**src/rtl/inst_fetch_pkg.sv**
```systemverilog
// Shared types and constants for the instruction fetch unit.
// Holds the default boot address, fetch buffer depth and address/instruction widths.
package inst_fetch_pkg;

  localparam int ADDR_W      = 32;
  localparam int INST_W      = 32;
  localparam int FETCH_DEPTH = 2;
  localparam int ENTRY_W     = ADDR_W + INST_W;

  localparam logic [ADDR_W-1:0] RESET_PC_DEFAULT = 32'h0000_0000;

  typedef struct packed {
    logic [ADDR_W-1:0] pc;
    logic [INST_W-1:0] inst;
  } fetch_entry_t;

  // Clears the byte offset so every fetch target is word aligned.
  function automatic logic [ADDR_W-1:0] word_align(input logic [ADDR_W-1:0] addr);
    return addr & ~(ADDR_W'(3));
  endfunction

endpackage

```
**src/rtl/fetch_fifo.sv**
```systemverilog
// Two-entry in-order buffer of fetched {pc, inst} pairs between memory and decode.
// Flush empties it in one cycle; simultaneous push and pop keep the count unchanged.
module fetch_fifo
  import inst_fetch_pkg::*;
#(
  parameter int DATA_W = ENTRY_W
) (
  input  logic              clk,
  input  logic              rst,
  input  logic              flush,
  input  logic              push,
  input  logic [DATA_W-1:0] push_data,
  input  logic              pop,
  output logic [DATA_W-1:0] head_data,
  output logic [1:0]        count,
  output logic              empty,
  output logic              full
);

  logic [DATA_W-1:0] store_p0 [FETCH_DEPTH];
  logic              rd_ptr;
  logic              wr_ptr;
  logic [1:0]        count_q;

  always_ff @(posedge clk) begin
    if (rst) begin
      rd_ptr  <= 1'b0;
      wr_ptr  <= 1'b0;
      count_q <= 2'd0;
      // Storage is cleared too so the decode-facing outputs read zero after reset.
      for (int i = 0; i < FETCH_DEPTH; i++) store_p0[i] <= '0;
    end else if (flush) begin
      rd_ptr  <= 1'b0;
      wr_ptr  <= 1'b0;
      count_q <= 2'd0;
    end else begin
      if (push) begin
        store_p0[wr_ptr] <= push_data;
        wr_ptr           <= ~wr_ptr;
      end
      if (pop) rd_ptr <= ~rd_ptr;
      count_q <= count_q + 2'(push) - 2'(pop);
    end
  end

  assign head_data = store_p0[rd_ptr];
  assign count     = count_q;
  assign empty     = (count_q == 2'd0);
  assign full      = (count_q == 2'(FETCH_DEPTH));

  a_no_pop_empty : assert property (@(posedge clk) disable iff (rst)
    !(pop && !flush && empty));

endmodule

```
**src/rtl/inst_fetch.sv**
```systemverilog
// Instruction fetch: issues word-aligned reads, buffers returned words with their pc,
// and discards responses that were in flight when a redirect arrived.
module inst_fetch
  import inst_fetch_pkg::*;
#(
  parameter logic [ADDR_W-1:0] RESET_PC = RESET_PC_DEFAULT
) (
  input  logic              clk,
  input  logic              rst,
  output logic              imem_req_valid,
  input  logic              imem_req_ready,
  output logic [ADDR_W-1:0] imem_req_addr,
  input  logic              imem_resp_valid,
  input  logic [INST_W-1:0] imem_resp_data,
  output logic              if_valid,
  input  logic              if_ready,
  output logic [INST_W-1:0] if_inst,
  output logic [ADDR_W-1:0] if_pc,
  input  logic              redirect_valid,
  input  logic [ADDR_W-1:0] redirect_pc
);

  logic [ADDR_W-1:0] req_pc_p0;
  logic [ADDR_W-1:0] resp_pc_p1;
  logic [1:0]        outstanding;
  logic [1:0]        drop_cnt;

  logic [ADDR_W-1:0] target_pc;
  logic [1:0]        fifo_count;
  logic              fifo_empty;
  logic              fifo_full;
  fetch_entry_t      head_entry;
  fetch_entry_t      push_entry;
  logic              req_hs;
  logic              resp_hs;
  logic              resp_drop;
  logic              push;
  logic              pop;
  logic [2:0]        credit_used;

  assign target_pc = word_align(redirect_pc);

  assign if_valid = !rst && !fifo_empty && !redirect_valid;
  assign pop      = if_valid && if_ready;

  // Every in-flight request owns a buffer slot, so a response can always be stored.
  assign credit_used    = 3'(outstanding) + 3'(fifo_count) - 3'(pop);
  assign imem_req_valid = !rst && !redirect_valid && (credit_used < 3'(FETCH_DEPTH));
  assign imem_req_addr  = req_pc_p0;
  assign req_hs         = imem_req_valid && imem_req_ready;

  assign resp_hs    = imem_resp_valid;
  assign resp_drop  = (drop_cnt != 2'd0) || redirect_valid;
  assign push       = resp_hs && !resp_drop && !rst;
  assign push_entry = '{pc: resp_pc_p1, inst: imem_resp_data};

  // ---- request stage (p0) / response stage (p1) bookkeeping ----
  always_ff @(posedge clk) begin
    if (rst) begin
      req_pc_p0   <= RESET_PC;
      resp_pc_p1  <= RESET_PC;
      outstanding <= 2'd0;
      drop_cnt    <= 2'd0;
    end else begin
      outstanding <= outstanding + 2'(req_hs) - 2'(resp_hs);
      if (redirect_valid) begin
        req_pc_p0  <= target_pc;
        resp_pc_p1 <= target_pc;
        // Everything still in flight belongs to the old path; a response
        // arriving now is discarded directly and is not counted again.
        drop_cnt   <= outstanding - 2'(resp_hs);
      end else begin
        if (req_hs) req_pc_p0 <= req_pc_p0 + ADDR_W'(4);
        if (resp_hs) begin
          if (drop_cnt != 2'd0) drop_cnt   <= drop_cnt - 2'd1;
          else                  resp_pc_p1 <= resp_pc_p1 + ADDR_W'(4);
        end
      end
    end
  end

  // ---- decode-facing buffer ----
  fetch_fifo #(
    .DATA_W (ENTRY_W)
  ) u_fetch_fifo (
    .clk       (clk),
    .rst       (rst),
    .flush     (redirect_valid),
    .push      (push),
    .push_data (push_entry),
    .pop       (pop),
    .head_data (head_entry),
    .count     (fifo_count),
    .empty     (fifo_empty),
    .full      (fifo_full)
  );

  assign if_inst = head_entry.inst;
  assign if_pc   = head_entry.pc;

  a_no_overflow : assert property (@(posedge clk) disable iff (rst)
    !(push && fifo_full && !pop));

  a_resp_has_request : assert property (@(posedge clk) disable iff (rst)
    !(resp_hs && (outstanding == 2'd0)));

endmodule

```
**config.mk**
```make
export PLATFORM = sky130hd
export DESIGN_NAME = inst_fetch
export DESIGN_NICKNAME = d
export VERILOG_FILES = /design/src/rtl/inst_fetch_pkg.sv /design/src/rtl/fetch_fifo.sv /design/src/rtl/inst_fetch.sv
export SDC_FILE = /design/constraint.sdc
export NUM_CORES = 1
export LEC_CHECK = 0
export ABC_AREA = 1
export CAP_MARGIN = 15
export CORE_MARGIN = 5
export CORE_UTILIZATION = 58
export CTS_CLUSTER_SIZE = 14
export DETAILED_ROUTE_END_ITERATION = 12
export PLACE_DENSITY_LB_ADDON = 0.12
export REMOVE_ABC_BUFFERS = 1
export SLEW_MARGIN = 20
export SYNTH_ARGS = -nofsm -noshare
export SYNTH_HDL_FRONTEND = slang
export SYNTH_SLANG_ARGS = --single-unit
```
**constraint.sdc**
```tcl
create_clock -name clk -period 6.9 [get_ports clk]
set_input_delay 0.69 -clock clk [delete_from_list [all_inputs] [get_ports clk]]
set_output_delay 0.69 -clock clk [all_outputs]
set_load 0.005 [all_outputs]
```
==> impl_metrics.env, run 1 <==
export IMPL_pre_cts_ws_ps=2440
export IMPL_synth_area_top_cells="edfxtp_1 (38%), dfxtp_1 (14%), nand2_1 (8.9%), nor2_1 (7.9%), mux2_2 (7.1%)"
export IMPL_grt_pass1_wl_um=38500
export IMPL_setup_tns_final_ps=0
export IMPL_drive_above_1_share=0.100
export IMPL_io_pins=168
export IMPL_synthAdderAreaFrac=0.0135
export IMPL_finalWirelength_um=23900
export IMPL_area_growth_pct=23.5
export IMPL_crit_required_ps=6210
export IMPL_dp_hpwl_um=16600
export IMPL_core_area_um2=16600
export IMPL_grt_pass1_vias=7968
export IMPL_end_kind="output port"
export IMPL_slew_headroom=0.349
export IMPL_layout_common_cells="nand2_1 (231), nor2_1 (207), clkdlybuf4s50_1 (161), inv_1 (151), edfxtp_1 (124)"
export IMPL_synth_warnings=0
export IMPL_status="finished clean"
export IMPL_clk_latency_ps=440
export IMPL_whs_path_depth=2
export IMPL_synth_compound_area_frac=0.0672
export IMPL_finalPower_uw=2620
export IMPL_portBuffers=161
export IMPL_grt_usage=0.244
export IMPL_synth_avg_cell_area_um2=8.56
export IMPL_wl_met3_um=1510
export IMPL_synth_simple_area_share=0.229
export IMPL_critPathKind="input port to output port"
export IMPL_met2_length_um=11500
export IMPL_clock_skew_ps=10.9
export IMPL_clkTransAtPathRegs_ps=70
export IMPL_cts_resized=0
export IMPL_swShare=0.246
export IMPL_layout_commonest_cell="nand2_1"
export IMPL_drt_pass1_iterations=5
export IMPL_ys_ff_latch=193
export IMPL_wl_met1_um=10300
export IMPL_root_buffer="clkbuf_16"
export IMPL_cts_buffers=17
export IMPL_row_count=47
export IMPL_hold_path_startpoint="u_fetch_fifo.wr_ptr"
export IMPL_die_h_um=140
export IMPL_power_density_nw_per_um2=216
export IMPL_holdBufCountCts=0
export IMPL_synth_mux_area_frac=0.0710
export IMPL_synth_cell_types=43
export IMPL_synth_top_area_cell="edfxtp_1"
export IMPL_die_w_um=140
export IMPL_antenna_cells=0
export IMPL_worstMarginPinSlew_ps=974
export IMPL_cp_max_fo=35
export IMPL_synth_top_area_share=0.379
export IMPL_place_congestion=0.980
export IMPL_grt_max_degree=65
export IMPL_h_tree_depth=4
export IMPL_syn_inst=1148
export IMPL_drtIter0Drc=558
export IMPL_start_util=0.593
export IMPL_p_seq_frac=0.507
export IMPL_hold_end="u_fetch_fifo.wr_ptr"
export IMPL_rsz0062_at_grt="false"
export IMPL_drv_slew=0
export IMPL_p_sw_uw=645
export IMPL_fin_crit_sh=0.646
export IMPL_r2r_slack_ps=3860
export IMPL_timing_critical_path_arrival_ps=3770
export IMPL_ir_worst_vdd_v=0.000173
export IMPL_synth_xor_area_share=0.0134
export IMPL_antenna_found_initial=0
export IMPL_worst_hold_path_type="flop to flop"
export IMPL_r2r_end="u_fetch_fifo.store_p0[1][22]"
export IMPL_ant_nets=0
export IMPL_cts_buffer_depth=2
export IMPL_period_needed_ps=4460
export IMPL_clkPwrFrac=0.375
export IMPL_setup_ws_ps=2440
export IMPL_routed_top_layer="met4"
export IMPL_final_nets=1377
export IMPL_synth_seq_area_share=0.519
export IMPL_timing_rr_start="drop_cnt[0]"
export IMPL_intPower_uw=1980
export IMPL_avgViaCountPerCell=5.31
export IMPL_rr_worst_depth=9
export IMPL_hold_viol_final=0
export IMPL_synth_top_family_by_area="simple AND/OR/NAND/NOR gates"
export IMPL_via_count=8115
export IMPL_setup_viol=0
export IMPL_drv_cap=0
export IMPL_timing_fmax_mhz=224
export IMPL_crit_path_start_kind="input port"
export IMPL_p_comb_frac=0.118
export IMPL_syn_area_um2=9830
export IMPL_postCtsSetupBuffers=0
export IMPL_cts_tree="built"
export IMPL_p_leak_uw=0.00481
export IMPL_grt_overflow=0
export IMPL_clock_sinks=193
export IMPL_post_route_drc_count=0
export IMPL_routedWlPerCell_um=15.6
export IMPL_die_area_um2=19600
flip-flops by register name, summed over array words and instances, names as in the netlist, named ones only:
name                   count
u_fetch_fifo.rd_ptr        1
resp_pc_p1                30
imem_req_addr             30
u_fetch_fifo.store_p0    124
outstanding                2
u_fetch_fifo.wr_ptr        1
u_fetch_fifo.count         2
drop_cnt                   2
area by class of cell:
| cell class | count | area, um2 |
|---|---|---|
| flip-flops and latches | 193 | 5110 |
| multi-input cells | 756 | 3900 |
| fillers | 1307 | 4440 |
| inverters | 161 | 618 |
| clock inverters | 13 | 150 |
| clock buffers | 18 | 429 |
| repair buffers | 168 | 1660 |
| well taps | 220 | 275 |
through the flow:
stage	instances	util	cell area, um2	hold WS (ps)
global placement	1498	0.697	11600	452
global route	1529	0.732	12100	492
CTS	1529	0.732	12100	471
floorplan	1110	-	9610	438
detailed placement	1498	0.697	11600	461
finish	1529	0.732	12100	477
how the worst max path moves through the flow:
stage / start / endpoint / slack (ps)
2_1_floorplan: imem_resp_valid / u_fetch_fifo.store_p0[0][0] / 2690
4_1_cts: rst / imem_req_valid / 2430
3_5_place_dp: rst / imem_req_valid / 2440
5_1_grt: rst / imem_req_valid / 2250
6_report: rst / imem_req_valid / 2440
3_3_place_gp: rst / imem_req_valid / 2470
Yosys cell counts:
cell / number
nand2_1: 234
nor2_1: 207
inv_1: 151
edfxtp_1: 124
dfxtp_1: 69
nand3_1: 68
mux2_2: 62
a21oi_1: 46
o21ai_0: 43
buf_2: 20
a31oi_1: 12
clkbuf_1: 12
o21ai_1: 12
xor2_1: 10
ha_1: 9
nand4_1: 8
inv_2: 7
nor2_2: 7
buf_4: 5
xnor2_1: 5
buf_6: 4
nor2_4: 3
nor3_1: 3
o31ai_1: 3
or2_2: 3
a32o_1: 2
and2_1: 2
o211ai_1: 2
a32oi_1: 1
clkinv_2: 1
conb_1: 1
fa_1: 1
inv_6: 1
inv_8: 1
nand2_2: 1
nand2_4: 1
nand2_8: 1
nand3_4: 1
nand3b_1: 1
nor3b_2: 1
o21bai_1: 1
o22ai_1: 1
or2_0: 1
worst max-delay path, cell delays in order:
cell and delay (ps):
clkdlybuf4s50_1 450, buf_4 390, inv_6 190, nand2_8 160, a21oi_1 70, nand2_1 90
inv_1 50, ha_1 260, inv_1 70, nand2_1 70, fa_1 480, inv_1 60
nor2_4 130, nand2_1 60, inv_1 50, clkdlybuf4s50_1 490
power by group through the flow:
stage                     clock network [uW]  registers, uW  logic, uW
after floorplan                            0           1340        149
after global placement                     0           1350        302
after detailed placement                   0           1350        308
after CTS                                986           1330        311
after global routing                    1040           1340        341
final                                    982           1330        309
cell families after synthesis:
logic type	Yosys count
adders and majority gates	10
DFF	193
muxes	62
buffers and inverters	202
other	1
xor gates and xnor gates	15
AOI/OAI and AO/OA	123
and+or+nand+nor	542
layer usage:
layer,vias up,track usage
met3,46,0.0453
li1,3999,-
met4,0,0.0938
met1,3772,0.312
met2,298,0.411
met5,-,0
Power figures use the tool's default switching activity.
==> run 2, diff against run 1 <==
- CORE_UTILIZATION: 58 -> 54
- clock period: 6.9 -> 4.65 ns (I/O delays scaled with it)
==> run 2 against run 1 <==
Effect of this change: sequential cell count unchanged; cell area up 0.19%; register-to-register slack worse by 2200 ps; count of clock-buffer cells in the layout up 1; via count up 0.48%; non-clock buffer count up 1; final cell count up 0.72%; combinational power up 48%; critical path type unchanged; largest power group unchanged.
==> impl_metrics.env, run 2 (synthesis results as in run 1) <==
export IMPL_grt_max_degree=64
export IMPL_io_pins=168
export IMPL_grt_overflow=0
export IMPL_timing_critical_path_arrival_ps=3280
export IMPL_drt_pass1_iterations=5
export IMPL_portBuffers=161
export IMPL_area_growth_pct=23.7
export IMPL_routedWlPerCell_um=15.7
export IMPL_setup_tns_final_ps=0
export IMPL_row_count=49
export IMPL_cts_buffers=17
export IMPL_placed_cells=1508
export IMPL_period_needed_ps=3750
export IMPL_drtIter0Drc=517
export IMPL_die_w_um=145
export IMPL_ant_nets=0
export IMPL_die_h_um=145
export IMPL_grt_pass1_wl_um=39800
export IMPL_critPathKind="input port to output port"
export IMPL_whs_path_depth=2
export IMPL_hold_path_startpoint="u_fetch_fifo.wr_ptr"
export IMPL_regMostFlops="u_fetch_fifo.store_p0"
export IMPL_slew_headroom=0.403
export IMPL_layout_commonest_cell="nand2_1"
export IMPL_rr_worst_depth=17
export IMPL_status="finished clean"
export IMPL_cts_tree="built"
export IMPL_clk_latency_ps=430
export IMPL_p_leak_uw=0.00482
export IMPL_antenna_found_initial=0
export IMPL_dpl_cell_area_um2=11600
export IMPL_antenna_cells=0
export IMPL_cts_buffer_depth=2
export IMPL_end_kind="output port"
export IMPL_root_buffer="clkbuf_16"
export IMPL_crit_top_cell="inv_1"
export IMPL_timing_rr_start="u_fetch_fifo.count[1]"
export IMPL_hold_viol_final=0
export IMPL_cp_max_fo=26
export IMPL_core_area_um2=18000
export IMPL_place_congestion=0.922
export IMPL_timing_fmax_mhz=267
export IMPL_fin_area_um2=12200
export IMPL_worstMarginPinSlew_ps=894
export IMPL_cts_resized=0
export IMPL_hold_end="u_fetch_fifo.wr_ptr"
export IMPL_final_nets=1378
export IMPL_grt_pass1_vias=8020
export IMPL_r2r_slack_ps=1630
export IMPL_clock_skew_ps=4.17
export IMPL_finalPower_uw=3900
export IMPL_finalWirelength_um=24100
export IMPL_r2r_end="outstanding[1]"
export IMPL_die_area_um2=21000
export IMPL_clkTransAtPathRegs_ps=70
export IMPL_drv_cap=0
export IMPL_layout_common_cells="nand2_1 (231), nor2_1 (207), clkdlybuf4s50_1 (161), inv_1 (151), edfxtp_1 (124)"
export IMPL_clock_sinks=193
export IMPL_postCtsSetupBuffers=0
export IMPL_rsz0062_at_grt="false"
export IMPL_cp_slowest_cell="clkdlybuf4s50_1"
export IMPL_h_tree_depth=4
export IMPL_ir_worst_vdd_v=0.000282
export IMPL_holdWs_ps=463
export IMPL_power_density_nw_per_um2=320
export IMPL_start_util=0.547
export IMPL_largest_reg_flops=124
export IMPL_setup_viol=0
export IMPL_holdBufCountCts=0
export IMPL_drive_above_1_share=0.0992
export IMPL_drv_slew=0
export IMPL_via_count=8154
export IMPL_worst_hold_path_type="flop to flop"
export IMPL_path_cells="clkdlybuf4s50_1 > inv_6 > nand2_8 > a21oi_1 > nand2_1 > inv_1 > ha_1 > inv_1 > nand2_1 > fa_1 > inv_1 > nor2_4 > nand2_1 > inv_1 > clkdlybuf4s50_1"
export IMPL_crit_required_ps=4180
export IMPL_dp_hpwl_um=16800
export IMPL_cp_top_family="buffers and inverters"
export IMPL_stdcell_count=1540
export IMPL_avgViaCountPerCell=5.29
export IMPL_fin_crit_sh=0.806
export IMPL_grt_usage=0.230
export IMPL_crit_buf_inv=7
export IMPL_post_route_drc_count=0
export IMPL_slowest_delay_ps=490
export IMPL_crit_path_start_kind="input port"
-- run 2: routing by layer --
metal	vias to the layer above	share of wire	global-route usage
met5	-	0	0
met4	0	0.023	0.0767
met3	39	0.073	0.0424
met2	312	0.47	0.382
met1	3793	0.43	0.304
li1	4010	-	-
-- run 2: worst min-delay path, cell delays in order, from the launching register on --
cell and delay (ps):
dfxtp_1 310, nand2_1 60, a21oi_1 50
-- run 2: stage by stage --
step / utilization / worst slack (ps)
CTS: 0.677 / 904
global placement: 0.645 / 837
finish: 0.677 / 901
floorplan: - / 574
global route: 0.677 / 744
detailed placement: 0.645 / 773
-- run 2: worst max-delay path by stage --
stage / start / endpoint / depth (start not counted)
3_5_place_dp: rst / outstanding[1] / 19
3_3_place_gp: rst / outstanding[1] / 19
2_1_floorplan: drop_cnt[0] / u_fetch_fifo.store_p0[0][0] / 6
6_report: rst / imem_req_valid / 15
4_1_cts: rst / imem_req_valid / 15
5_1_grt: rst / imem_req_valid / 15
-- run 2: final cells by class --
| cell class | count | area, um2 |
|---|---|---|
| Clock buffer | 19 | 433 |
| Timing Repair Buffer | 169 | 1670 |
| Multi-Input combinational cell | 756 | 3900 |
| Clock inverter | 13 | 150 |
| Inverter | 161 | 618 |
| Tap cell | 229 | 287 |
| Sequential cell | 193 | 5110 |
| Fill cell | 1468 | 5800 |
-- run 2: where the power goes --
group	switching (uW)	internal (uW)
Sequential	60.8	1910
Combinational	238	219
Clock	660	806
